==> config.mk <==
export PLATFORM = sky130hd
export DESIGN_NAME = axi_read_fifo_flat
export DESIGN_NICKNAME = d
export VERILOG_FILES = /design/src/rtl/axi_read_fifo_if.sv /design/src/rtl/axi_read_fifo.sv /design/src/flat_wrapper.sv
export SDC_FILE = /design/constraint.sdc
export NUM_CORES = 2
export LEC_CHECK = 0
export CAP_MARGIN = 20
export CORE_MARGIN = 4
export CORE_UTILIZATION = 30
export CTS_BUF_LIST = sky130_fd_sc_hd__clkbuf_8
export CTS_CLUSTER_SIZE = 40
export DETAILED_ROUTE_END_ITERATION = 6
export PLACE_DENSITY = 0.45
export RECOVER_POWER = 25
export SETUP_SLACK_MARGIN = 0.15
export SLEW_MARGIN = 20
export SYNTH_ARGS = -nofsm -noshare
export SYNTH_HDL_FRONTEND = slang
export SYNTH_SLANG_ARGS = --single-unit
export TNS_END_PERCENT = 30
==> constraint.sdc <==
create_clock -name CLK -period 11.9 [get_ports CLK]
set_clock_uncertainty 0.15 [all_clocks]
set_input_delay 2.38 -clock CLK [delete_from_list [all_inputs] [get_ports CLK]]
set_output_delay 2.38 -clock CLK [all_outputs]
set_load 0.01 [all_outputs]
==> src/rtl/axi_read_fifo_if.sv <==
// Request/delivery handshake and AXI4 read channels of the read-FIFO master.
interface axi_read_fifo_if;
  logic [31:0] READ_ADDR;
  logic [15:0] READ_COUNT;
  logic        READ_REQ;
  logic        READ_BUSY;
  logic [31:0] READ_DATA;
  logic        READ_VALID;
  logic        READ_READY;
  logic        ERR;
  logic [31:0] M_ARADDR;
  logic [7:0]  M_ARLEN;
  logic [2:0]  M_ARSIZE;
  logic [1:0]  M_ARBURST;
  logic        M_ARVALID;
  logic        M_ARREADY;
  logic [31:0] M_RDATA;
  logic [1:0]  M_RRESP;
  logic        M_RLAST;
  logic        M_RVALID;
  logic        M_RREADY;

  // Design-side view: issues AR, accepts R, serves the wrapper
  modport master (
    input  READ_ADDR, READ_COUNT, READ_REQ, READ_READY,
    input  M_ARREADY, M_RDATA, M_RRESP, M_RLAST, M_RVALID,
    output READ_BUSY, READ_DATA, READ_VALID, ERR,
    output M_ARADDR, M_ARLEN, M_ARSIZE, M_ARBURST, M_ARVALID, M_RREADY
  );

  // Environment view: wrapper plus AXI slave
  modport slave (
    output READ_ADDR, READ_COUNT, READ_REQ, READ_READY,
    output M_ARREADY, M_RDATA, M_RRESP, M_RLAST, M_RVALID,
    input  READ_BUSY, READ_DATA, READ_VALID, ERR,
    input  M_ARADDR, M_ARLEN, M_ARSIZE, M_ARBURST, M_ARVALID, M_RREADY
  );
endinterface

==> src/rtl/axi_read_fifo.sv <==
// AXI4 read master: splits one (address, count) request into credit-limited INCR
// bursts that never cross 4 KB, buffers returned beats in a FWFT FIFO.
module axi_read_fifo #(
  parameter int unsigned FIFO_DEPTH = 64,
  parameter int unsigned MAX_BURST  = 16
) (
  input logic             CLK,
  input logic             RST_X,
  axi_read_fifo_if.master bus
);
  localparam int unsigned AW = $clog2(FIFO_DEPTH);
  localparam int unsigned CW = AW + 1;

  localparam logic [1:0] S_IDLE  = 2'd0;
  localparam logic [1:0] S_CALC  = 2'd1;
  localparam logic [1:0] S_ADDR  = 2'd2;
  localparam logic [1:0] S_DRAIN = 2'd3;

  logic [1:0]    r_state, w_state_nx;
  logic [31:0]   r_addr;
  logic [15:0]   r_remain;
  logic [8:0]    r_len;
  logic [CW-1:0] r_out;
  logic [31:0]   r_mem [FIFO_DEPTH];
  logic [AW:0]   r_wptr, r_rptr;
  logic [7:0]    r_bq [FIFO_DEPTH];
  logic [AW:0]   r_bq_wptr, r_bq_rptr;
  logic [7:0]    r_bcnt;
  logic          r_err, r_arvalid, r_busy, r_rready;
  logic [31:0]   r_araddr;
  logic [7:0]    r_arlen;

  logic [CW-1:0] w_count;
  logic          w_empty, w_accept, w_ar_hs, w_r_hs, w_push, w_pop, w_exp_last, w_go;
  logic [10:0]   w_to4k;
  logic [16:0]   w_len, w_credit;

  assign w_count    = r_wptr - r_rptr;
  assign w_empty    = (w_count == CW'(0));
  assign w_accept   = (r_state == S_IDLE) && bus.READ_REQ;
  assign w_ar_hs    = r_arvalid && bus.M_ARREADY;
  assign w_r_hs     = r_rready && bus.M_RVALID;
  assign w_push     = w_r_hs && (r_out != CW'(0));
  assign w_pop      = !w_empty && bus.READ_READY;
  assign w_exp_last = (r_bcnt == r_bq[r_bq_rptr[AW-1:0]]);
  assign w_to4k     = 11'd1024 - {1'b0, r_addr[11:2]};
  assign w_credit   = 17'(FIFO_DEPTH) - 17'(w_count) - 17'(r_out);
  assign w_go       = (w_credit >= w_len);

  assign bus.READ_BUSY  = r_busy;
  assign bus.READ_VALID = !w_empty;
  assign bus.READ_DATA  = w_empty ? 32'd0 : r_mem[r_rptr[AW-1:0]];
  assign bus.ERR        = r_err;
  assign bus.M_ARADDR   = r_araddr;
  assign bus.M_ARLEN    = r_arlen;
  assign bus.M_ARSIZE   = 3'b010;
  assign bus.M_ARBURST  = 2'b01;
  assign bus.M_ARVALID  = r_arvalid;
  assign bus.M_RREADY   = r_rready;

  // Next burst length: min(remaining, MAX_BURST, words left in this 4 KB page)
  always_comb begin
    w_len = 17'(r_remain);
    if (w_len > 17'(MAX_BURST)) w_len = 17'(MAX_BURST);
    if (w_len > 17'(w_to4k))    w_len = 17'(w_to4k);
  end

  // State register
  always_ff @(posedge CLK or negedge RST_X) begin
    if (!RST_X) r_state <= S_IDLE;
    else        r_state <= w_state_nx;
  end

  // Next-state logic
  always_comb begin
    w_state_nx = r_state;
    case (r_state)
      S_IDLE:  if (w_accept && (bus.READ_COUNT != 16'd0)) w_state_nx = S_CALC;
      S_CALC:  if (w_go) w_state_nx = S_ADDR;
      S_ADDR:  if (w_ar_hs) w_state_nx = (r_remain != 16'(r_len)) ? S_CALC : S_DRAIN;
      S_DRAIN: if ((r_out == CW'(0)) && w_empty) w_state_nx = S_IDLE;
      default: w_state_nx = S_IDLE;
    endcase
  end

  // Request tracking, AR channel and status flags
  always_ff @(posedge CLK or negedge RST_X) begin
    if (!RST_X) begin
      r_addr    <= 32'd0;
      r_remain  <= 16'd0;
      r_len     <= 9'd0;
      r_arvalid <= 1'b0;
      r_araddr  <= 32'd0;
      r_arlen   <= 8'd0;
      r_err     <= 1'b0;
      r_busy    <= 1'b0;
      r_rready  <= 1'b0;
    end else begin
      r_busy   <= (w_state_nx != S_IDLE);
      r_rready <= (w_state_nx != S_IDLE);
      if (w_accept) begin
        r_addr   <= bus.READ_ADDR & ~32'h3;
        r_remain <= bus.READ_COUNT;
      end
      if ((r_state == S_CALC) && w_go) begin
        r_len     <= 9'(w_len);
        r_araddr  <= r_addr;
        r_arlen   <= 8'(w_len - 17'd1);
        r_arvalid <= 1'b1;
      end
      if (w_ar_hs) begin
        r_arvalid <= 1'b0;
        r_addr    <= r_addr + 32'({r_len, 2'b00});
        r_remain  <= r_remain - 16'(r_len);
      end
      if (w_accept) begin
        r_err <= 1'b0;
      end else if (w_r_hs && ((r_out == CW'(0)) || (bus.M_RRESP != 2'b00) ||
                              (bus.M_RLAST != w_exp_last))) begin
        r_err <= 1'b1;
      end
    end
  end

  // Outstanding beats, FIFO pointers and burst-boundary tracking
  always_ff @(posedge CLK or negedge RST_X) begin
    if (!RST_X) begin
      r_out     <= CW'(0);
      r_wptr    <= '0;
      r_rptr    <= '0;
      r_bq_wptr <= '0;
      r_bq_rptr <= '0;
      r_bcnt    <= 8'd0;
    end else begin
      r_out <= r_out + (w_ar_hs ? CW'(r_len) : CW'(0)) - (w_push ? CW'(1) : CW'(0));
      if (w_push) r_wptr <= r_wptr + (AW+1)'(1);
      if (w_pop)  r_rptr <= r_rptr + (AW+1)'(1);
      if (w_ar_hs) r_bq_wptr <= r_bq_wptr + (AW+1)'(1);
      if (w_push) begin
        if (w_exp_last) begin
          r_bcnt    <= 8'd0;
          r_bq_rptr <= r_bq_rptr + (AW+1)'(1);
        end else begin
          r_bcnt <= r_bcnt + 8'd1;
        end
      end
    end
  end

  // Data FIFO and per-burst length queue storage
  always_ff @(posedge CLK) begin
    if (w_push)  r_mem[r_wptr[AW-1:0]]   <= bus.M_RDATA;
    if (w_ar_hs) r_bq[r_bq_wptr[AW-1:0]] <= r_arlen;
  end
endmodule

==> src/flat_wrapper.sv <==
// flat-port wrapper written by rule: the top's interface ports become plain ports
module axi_read_fifo_flat 
#(
  parameter int unsigned FIFO_DEPTH = 64,
  parameter int unsigned MAX_BURST  = 16
)
  (CLK, RST_X, bus_READ_ADDR, bus_READ_COUNT, bus_READ_REQ, bus_READ_READY, bus_M_ARREADY, bus_M_RDATA, bus_M_RRESP, bus_M_RLAST, bus_M_RVALID, bus_READ_BUSY, bus_READ_DATA, bus_READ_VALID, bus_ERR, bus_M_ARADDR, bus_M_ARLEN, bus_M_ARSIZE, bus_M_ARBURST, bus_M_ARVALID, bus_M_RREADY);
  axi_read_fifo_if bus_i ();
  input logic CLK;
  input logic RST_X;
  input wire logic [$bits(bus_i.READ_ADDR)-1:0] bus_READ_ADDR;
  input wire logic [$bits(bus_i.READ_COUNT)-1:0] bus_READ_COUNT;
  input wire logic [$bits(bus_i.READ_REQ)-1:0] bus_READ_REQ;
  input wire logic [$bits(bus_i.READ_READY)-1:0] bus_READ_READY;
  input wire logic [$bits(bus_i.M_ARREADY)-1:0] bus_M_ARREADY;
  input wire logic [$bits(bus_i.M_RDATA)-1:0] bus_M_RDATA;
  input wire logic [$bits(bus_i.M_RRESP)-1:0] bus_M_RRESP;
  input wire logic [$bits(bus_i.M_RLAST)-1:0] bus_M_RLAST;
  input wire logic [$bits(bus_i.M_RVALID)-1:0] bus_M_RVALID;
  output wire logic [$bits(bus_i.READ_BUSY)-1:0] bus_READ_BUSY;
  output wire logic [$bits(bus_i.READ_DATA)-1:0] bus_READ_DATA;
  output wire logic [$bits(bus_i.READ_VALID)-1:0] bus_READ_VALID;
  output wire logic [$bits(bus_i.ERR)-1:0] bus_ERR;
  output wire logic [$bits(bus_i.M_ARADDR)-1:0] bus_M_ARADDR;
  output wire logic [$bits(bus_i.M_ARLEN)-1:0] bus_M_ARLEN;
  output wire logic [$bits(bus_i.M_ARSIZE)-1:0] bus_M_ARSIZE;
  output wire logic [$bits(bus_i.M_ARBURST)-1:0] bus_M_ARBURST;
  output wire logic [$bits(bus_i.M_ARVALID)-1:0] bus_M_ARVALID;
  output wire logic [$bits(bus_i.M_RREADY)-1:0] bus_M_RREADY;
  assign bus_i.READ_ADDR = bus_READ_ADDR;
  assign bus_i.READ_COUNT = bus_READ_COUNT;
  assign bus_i.READ_REQ = bus_READ_REQ;
  assign bus_i.READ_READY = bus_READ_READY;
  assign bus_i.M_ARREADY = bus_M_ARREADY;
  assign bus_i.M_RDATA = bus_M_RDATA;
  assign bus_i.M_RRESP = bus_M_RRESP;
  assign bus_i.M_RLAST = bus_M_RLAST;
  assign bus_i.M_RVALID = bus_M_RVALID;
  assign bus_READ_BUSY = bus_i.READ_BUSY;
  assign bus_READ_DATA = bus_i.READ_DATA;
  assign bus_READ_VALID = bus_i.READ_VALID;
  assign bus_ERR = bus_i.ERR;
  assign bus_M_ARADDR = bus_i.M_ARADDR;
  assign bus_M_ARLEN = bus_i.M_ARLEN;
  assign bus_M_ARSIZE = bus_i.M_ARSIZE;
  assign bus_M_ARBURST = bus_i.M_ARBURST;
  assign bus_M_ARVALID = bus_i.M_ARVALID;
  assign bus_M_RREADY = bus_i.M_RREADY;
  axi_read_fifo #(.FIFO_DEPTH(FIFO_DEPTH), .MAX_BURST(MAX_BURST)) u_core (.CLK(CLK), .RST_X(RST_X), .bus(bus_i));
endmodule
==> impl_table.tex <==
\begin{tabular}{lr}
\hline
Metric & Value \\
\hline
\multicolumn{2}{l}{\textbf{Min path}} \\
\quad Hold path depth & 1 \\
\quad Beginning of the worst hold path & u\_core.r\_rptr[6] \\
\quad Worst hold path type & register to register \\
\quad Hold Crit Endpoint & u\_core.r\_rptr[6] \\
\multicolumn{2}{l}{\textbf{Worst setup path}} \\
\quad Type of element launching the critical path & register \\
\quad Worst EP required & 9.37 ns \\
\quad Worst R2R Start & u\_core.r\_rptr[4] \\
\quad Crit Reg-Reg Endpoint & u\_core.bus.M\_ARADDR[23] \\
\quad Crit Path Category & register to output pin \\
\quad Top fanout value on the critical path & 38 \\
\quad Nature of the critical path endpoint & output pin \\
\quad Arrival time reported for the critical path endpoint & 6.12 ns \\
\quad Worst reg2reg setup slack & 4.11 ns \\
\quad Worst-case reg-to-reg path depth & 26 \\
\multicolumn{2}{l}{\textbf{Routing}} \\
\quad Number of iterations in the first detailed-routing pass & 5 \\
\quad Per-cell via count in the routed design & 4.96 \\
\quad Detailed Route Iter0 Violations & 4089 \\
\quad Routed wire length & 294000 um \\
\quad Post-route ant nets & 0 \\
\quad Residual DRC & 0 \\
\quad Routed wire per std cell & 28.1 um \\
\quad Via total after detailed routing & 51800 \\
\multicolumn{2}{l}{\textbf{Global routing}} \\
\quad Most used routing layer & met2 \\
\quad Largest net degree at the start of global routing & 111 \\
\quad Via count of the first global-routing pass & 54400 \\
\quad Global-route track usage on met2 & 0.264 \\
\quad GRT Resource Usage Total & 0.158 \\
\quad Met3 GRT Util & 0.0242 \\
\quad Global-route wire length before repair & 416000 um \\
\quad Global routing met1 resource utilization & 0.218 \\
\quad Leftover overflow at the end of global routing & 0 \\
\quad Antenna violations before repair & 33 \\
\multicolumn{2}{l}{\textbf{Clock tree}} \\
\quad Clock Sinks & 2699 \\
\quad CTS tree & built \\
\quad Max clock buf depth & 4 \\
\quad H-tree Lvls & 5 \\
\quad Number of gates resized after cts & 0 \\
\quad Clock tree root buffer cell & sky130\_fd\_sc\_hd\_\_clkbuf\_8 \\
\quad Count of buffers added by post-CTS timing repair for setup & 0 \\
\quad Number of buffers added to fix hold violations after cts & 0 \\
\quad Number of buffers added by the clock tree synthesis step & 452 \\
\quad Clock-pin slew of the registers on the worst-case setup and hold paths & 0.06 ns \\
\quad Source-to-sink clock delay at the later pin of the worst-skew pair & 1.01 ns \\
\multicolumn{2}{l}{\textbf{Yosys}} \\
\quad Most instantiated cells after synthesis & sky130\_fd\_sc\_hd\_\_edfxtp\_1 (2560), sky130\_fd\_sc\_hd\_\_mux4\_2 (785), sky130\_fd\_sc\_hd\_\_nor2\_1 (203) \\
\quad Top post-synthesis cells by area & sky130\_fd\_sc\_hd\_\_edfxtp\_1 (72\%), sky130\_fd\_sc\_hd\_\_mux4\_2 (17\%), sky130\_fd\_sc\_hd\_\_dfrtp\_1 (3.3\%), sky130\_fd\_sc\_hd\_\_ha\_1 (0.91\%), sky130\_fd\_sc\_hd\_\_nor2\_1 (0.71\%) \\
\quad Proportion of netlist area held by the largest area contributor & 0.720 \\
\quad Share of the yosys chip area belonging to registers & 0.752 \\
\quad Average size of a mapped cell & 21.9 um2 \\
\quad Area of the mapped netlist & 107000 um2 \\
\quad Flip-flop cell with the highest count after synthesis & sky130\_fd\_sc\_hd\_\_edfxtp\_1 \\
\quad Synth cell types & 77 \\
\quad Yosys top cell by area & sky130\_fd\_sc\_hd\_\_edfxtp\_1 \\
\quad EDFF count, synth & 2560 \\
\quad Post-Syn Instances & 4872 \\
\quad Number of synthesized register bits & 2699 \\
\quad Count of yosys warnings during synthesis & 0 \\
\quad Leading cell type by number of instances after synthesis & sky130\_fd\_sc\_hd\_\_edfxtp\_1 \\
\quad Async set-or-reset flop fraction in the synthesized netlist & 0.0515 \\
\multicolumn{2}{l}{\textbf{Finish}} \\
\quad Layout Nets & 5555 \\
\quad Final cell utilization of the core & 0.346 \\
\quad Share of final-layout standard cells stronger than drive strength 1 & 0.275 \\
\quad Area Growth Syn to Fin & 14.5\% \\
\quad Number of standard cells in the layout, taps in and fillers out & 10500 \\
\multicolumn{2}{l}{\textbf{Placed design}} \\
\quad Number of cells in the design after placement & 9659 \\
\quad Detailed placer's ending HPWL & 169000 um \\
\quad Gpl congestion & 0.779 \\
\quad Number of buffers added on ports & 161 \\
\multicolumn{2}{l}{\textbf{Power}} \\
\quad Pwr dens & 228 nW/um2 \\
\quad Cell internal pwr & 18800 uW \\
\quad IR drop worst, VDD & 0.000190 V \\
\quad Sequential share of power & 0.416 \\
\quad Static Leak & 0.0385 uW \\
\quad Net Sw Power & 9130 uW \\
\quad Net switching fraction of the power & 0.327 \\
\quad Share of power burned in the clock network & 0.260 \\
\quad Proportion of power drawn by combinational gates & 0.324 \\
\multicolumn{2}{l}{\textbf{Timing}} \\
\quad Measured slew at the worst slew-check pin & 3.42 ns \\
\quad Period Utilization, post-route & 0.727 \\
\quad Peak clock frequency supported by timing & 116 MHz \\
\quad Final-layout setup total negative slack & 0 ns \\
\quad Final-report max-slew violation count & 2258 \\
\quad Final setup vio count & 0 \\
\quad Unrepaired setup endpoints after global routing & false \\
\quad Relative max-transition margin & -1.28 \\
\quad Number of hold-slack violations in the final timing report & 0 \\
\quad Time the final worst path needs with I/O delays and setup & 8.65 ns \\
\multicolumn{2}{l}{\textbf{Run status}} \\
\quad Outcome & finished, violations left \\
\quad Violated checks & capacitance limit, slew limit \\
\multicolumn{2}{l}{\textbf{Floorplan}} \\
\quad Die height & 605 um \\
\quad Io pins & 171 \\
\quad Die Span X & 605 um \\
\quad Cell Rows & 218 \\
\quad Initial core utilization & 0.302 \\
\quad Overall die area & 366000 um2 \\
\quad Core region area & 353000 um2 \\
\multicolumn{2}{l}{\textbf{Flow run}} \\
\quad Max-capacitance violation count & 35 \\
\hline
\end{tabular}
==> cell type report <==
cell class | count | area, um2
clock buffer | 462 | 6360
inverter | 86 | 330
antenna | 7 | 17.5
multi-input combinational | 1851 | 25500
timing repair buffer | 293 | 2440
fill | 33300 | 231000
tap | 4730 | 5920
clock inverter | 322 | 1350
sequential | 2699 | 80400
==> cells in the final DEF, fill, tap and decap left out, drive strengths merged, types with 12 or more instances in the layout <==
cell type / n
a211oi: 26
a21o: 16
a21oi: 47
a22oi: 28
and3: 23
buf: 130
clkbuf: 497
clkdlybuf4s50: 128
clkinv: 145
conb: 18
dfrtp: 139
edfxtp: 2560
ha: 78
inv: 253
mux2: 46
mux2i: 51
mux4: 794
nand2: 106
nand3: 42
nand4: 16
nor2: 203
nor2b: 43
nor3: 17
o21ai: 59
o221ai: 12
or3: 12
xnor2: 44
xor2: 25
==> power groups by stage <==
stage | registers, uW | clock network [uW] | logic [uW]
CTS | 11600 | 7530 | 9290
global placement | 11700 | 0 | 9240
global route | 11700 | 7970 | 9760
floorplan | 11600 | 0 | 5650
finish | 11600 | 7240 | 9040
detailed placement | 11800 | 0 | 9260
==> critical path: stages, from the launching register on <==
cell and delay (ns):
sky130_fd_sc_hd__dfrtp_4 0.84, sky130_fd_sc_hd__buf_4 0.78, sky130_fd_sc_hd__buf_4 0.66, sky130_fd_sc_hd__mux4_2 0.38
sky130_fd_sc_hd__mux4_2 0.31, sky130_fd_sc_hd__nand2_1 0.16, sky130_fd_sc_hd__and3_1 0.26, sky130_fd_sc_hd__a211oi_1 0.93
sky130_fd_sc_hd__clkdlybuf4s50_1 0.75
==> routing by layer <==
metal,vias up,routed length (um)
met4,6,5690
met5,-,34
met2,1427,145000
met3,430,14600
li1,21500,-
met1,28400,129000
==> how the worst max path moves through the flow <==
stage                                 from                      end  slack [ns]
final                     u_core.r_rptr[0]        bus_READ_DATA[19]        3.25
after global routing      u_core.r_rptr[0]        bus_READ_DATA[19]        2.86
after CTS                 u_core.r_rptr[0]        bus_READ_DATA[19]        3.00
after detailed placement  u_core.r_rptr[0]        bus_READ_DATA[19]        4.15
after global placement    u_core.r_rptr[0]        bus_READ_DATA[26]        4.10
after floorplan           u_core.r_rptr[1]  u_core.bus.M_ARADDR[16]        5.88
==> state kept, by name, summed over array words and instances, names as in the netlist, 7 cells and up <==
register / count
u_core.r_rptr: 7
u_core.r_wptr: 7
u_core.r_addr: 30
u_core.bus.M_ARADDR: 30
u_core.r_len: 9
u_core.r_remain: 16
u_core.r_mem: 2048
u_core.r_bq: 512
u_core.r_bcnt: 8
u_core.bus.M_ARLEN: 8
u_core.r_out: 7
==> metrics by stage <==
step / worst slack [ns] / total power (uW) / hold WS (ns) / area (um2)
floorplan: 5.88 / 17300 / 0.306 / 107000
global placement: 4.10 / 21000 / 0.326 / 115000
detailed placement: 4.15 / 21000 / 0.328 / 115000
CTS: 3.00 / 28400 / 0.339 / 122000
global route: 2.86 / 29400 / 0.352 / 122000
finish: 3.25 / 27900 / 0.333 / 122000
==> kinds of logic after synthesis <==
group | count (synthesis) | share of synthesized area
flops | 2699 | 0.752
mux | 891 | 0.177
simple gates | 522 | 0.0234
buf+inv | 338 | 0.0140
compound gates | 268 | 0.0173
fa+ha+maj | 83 | 0.0101
xor+xnor | 69 | 0.00566
other cells | 2 | 0.0000703
Note: power is estimated with default switching activity, not from simulation.
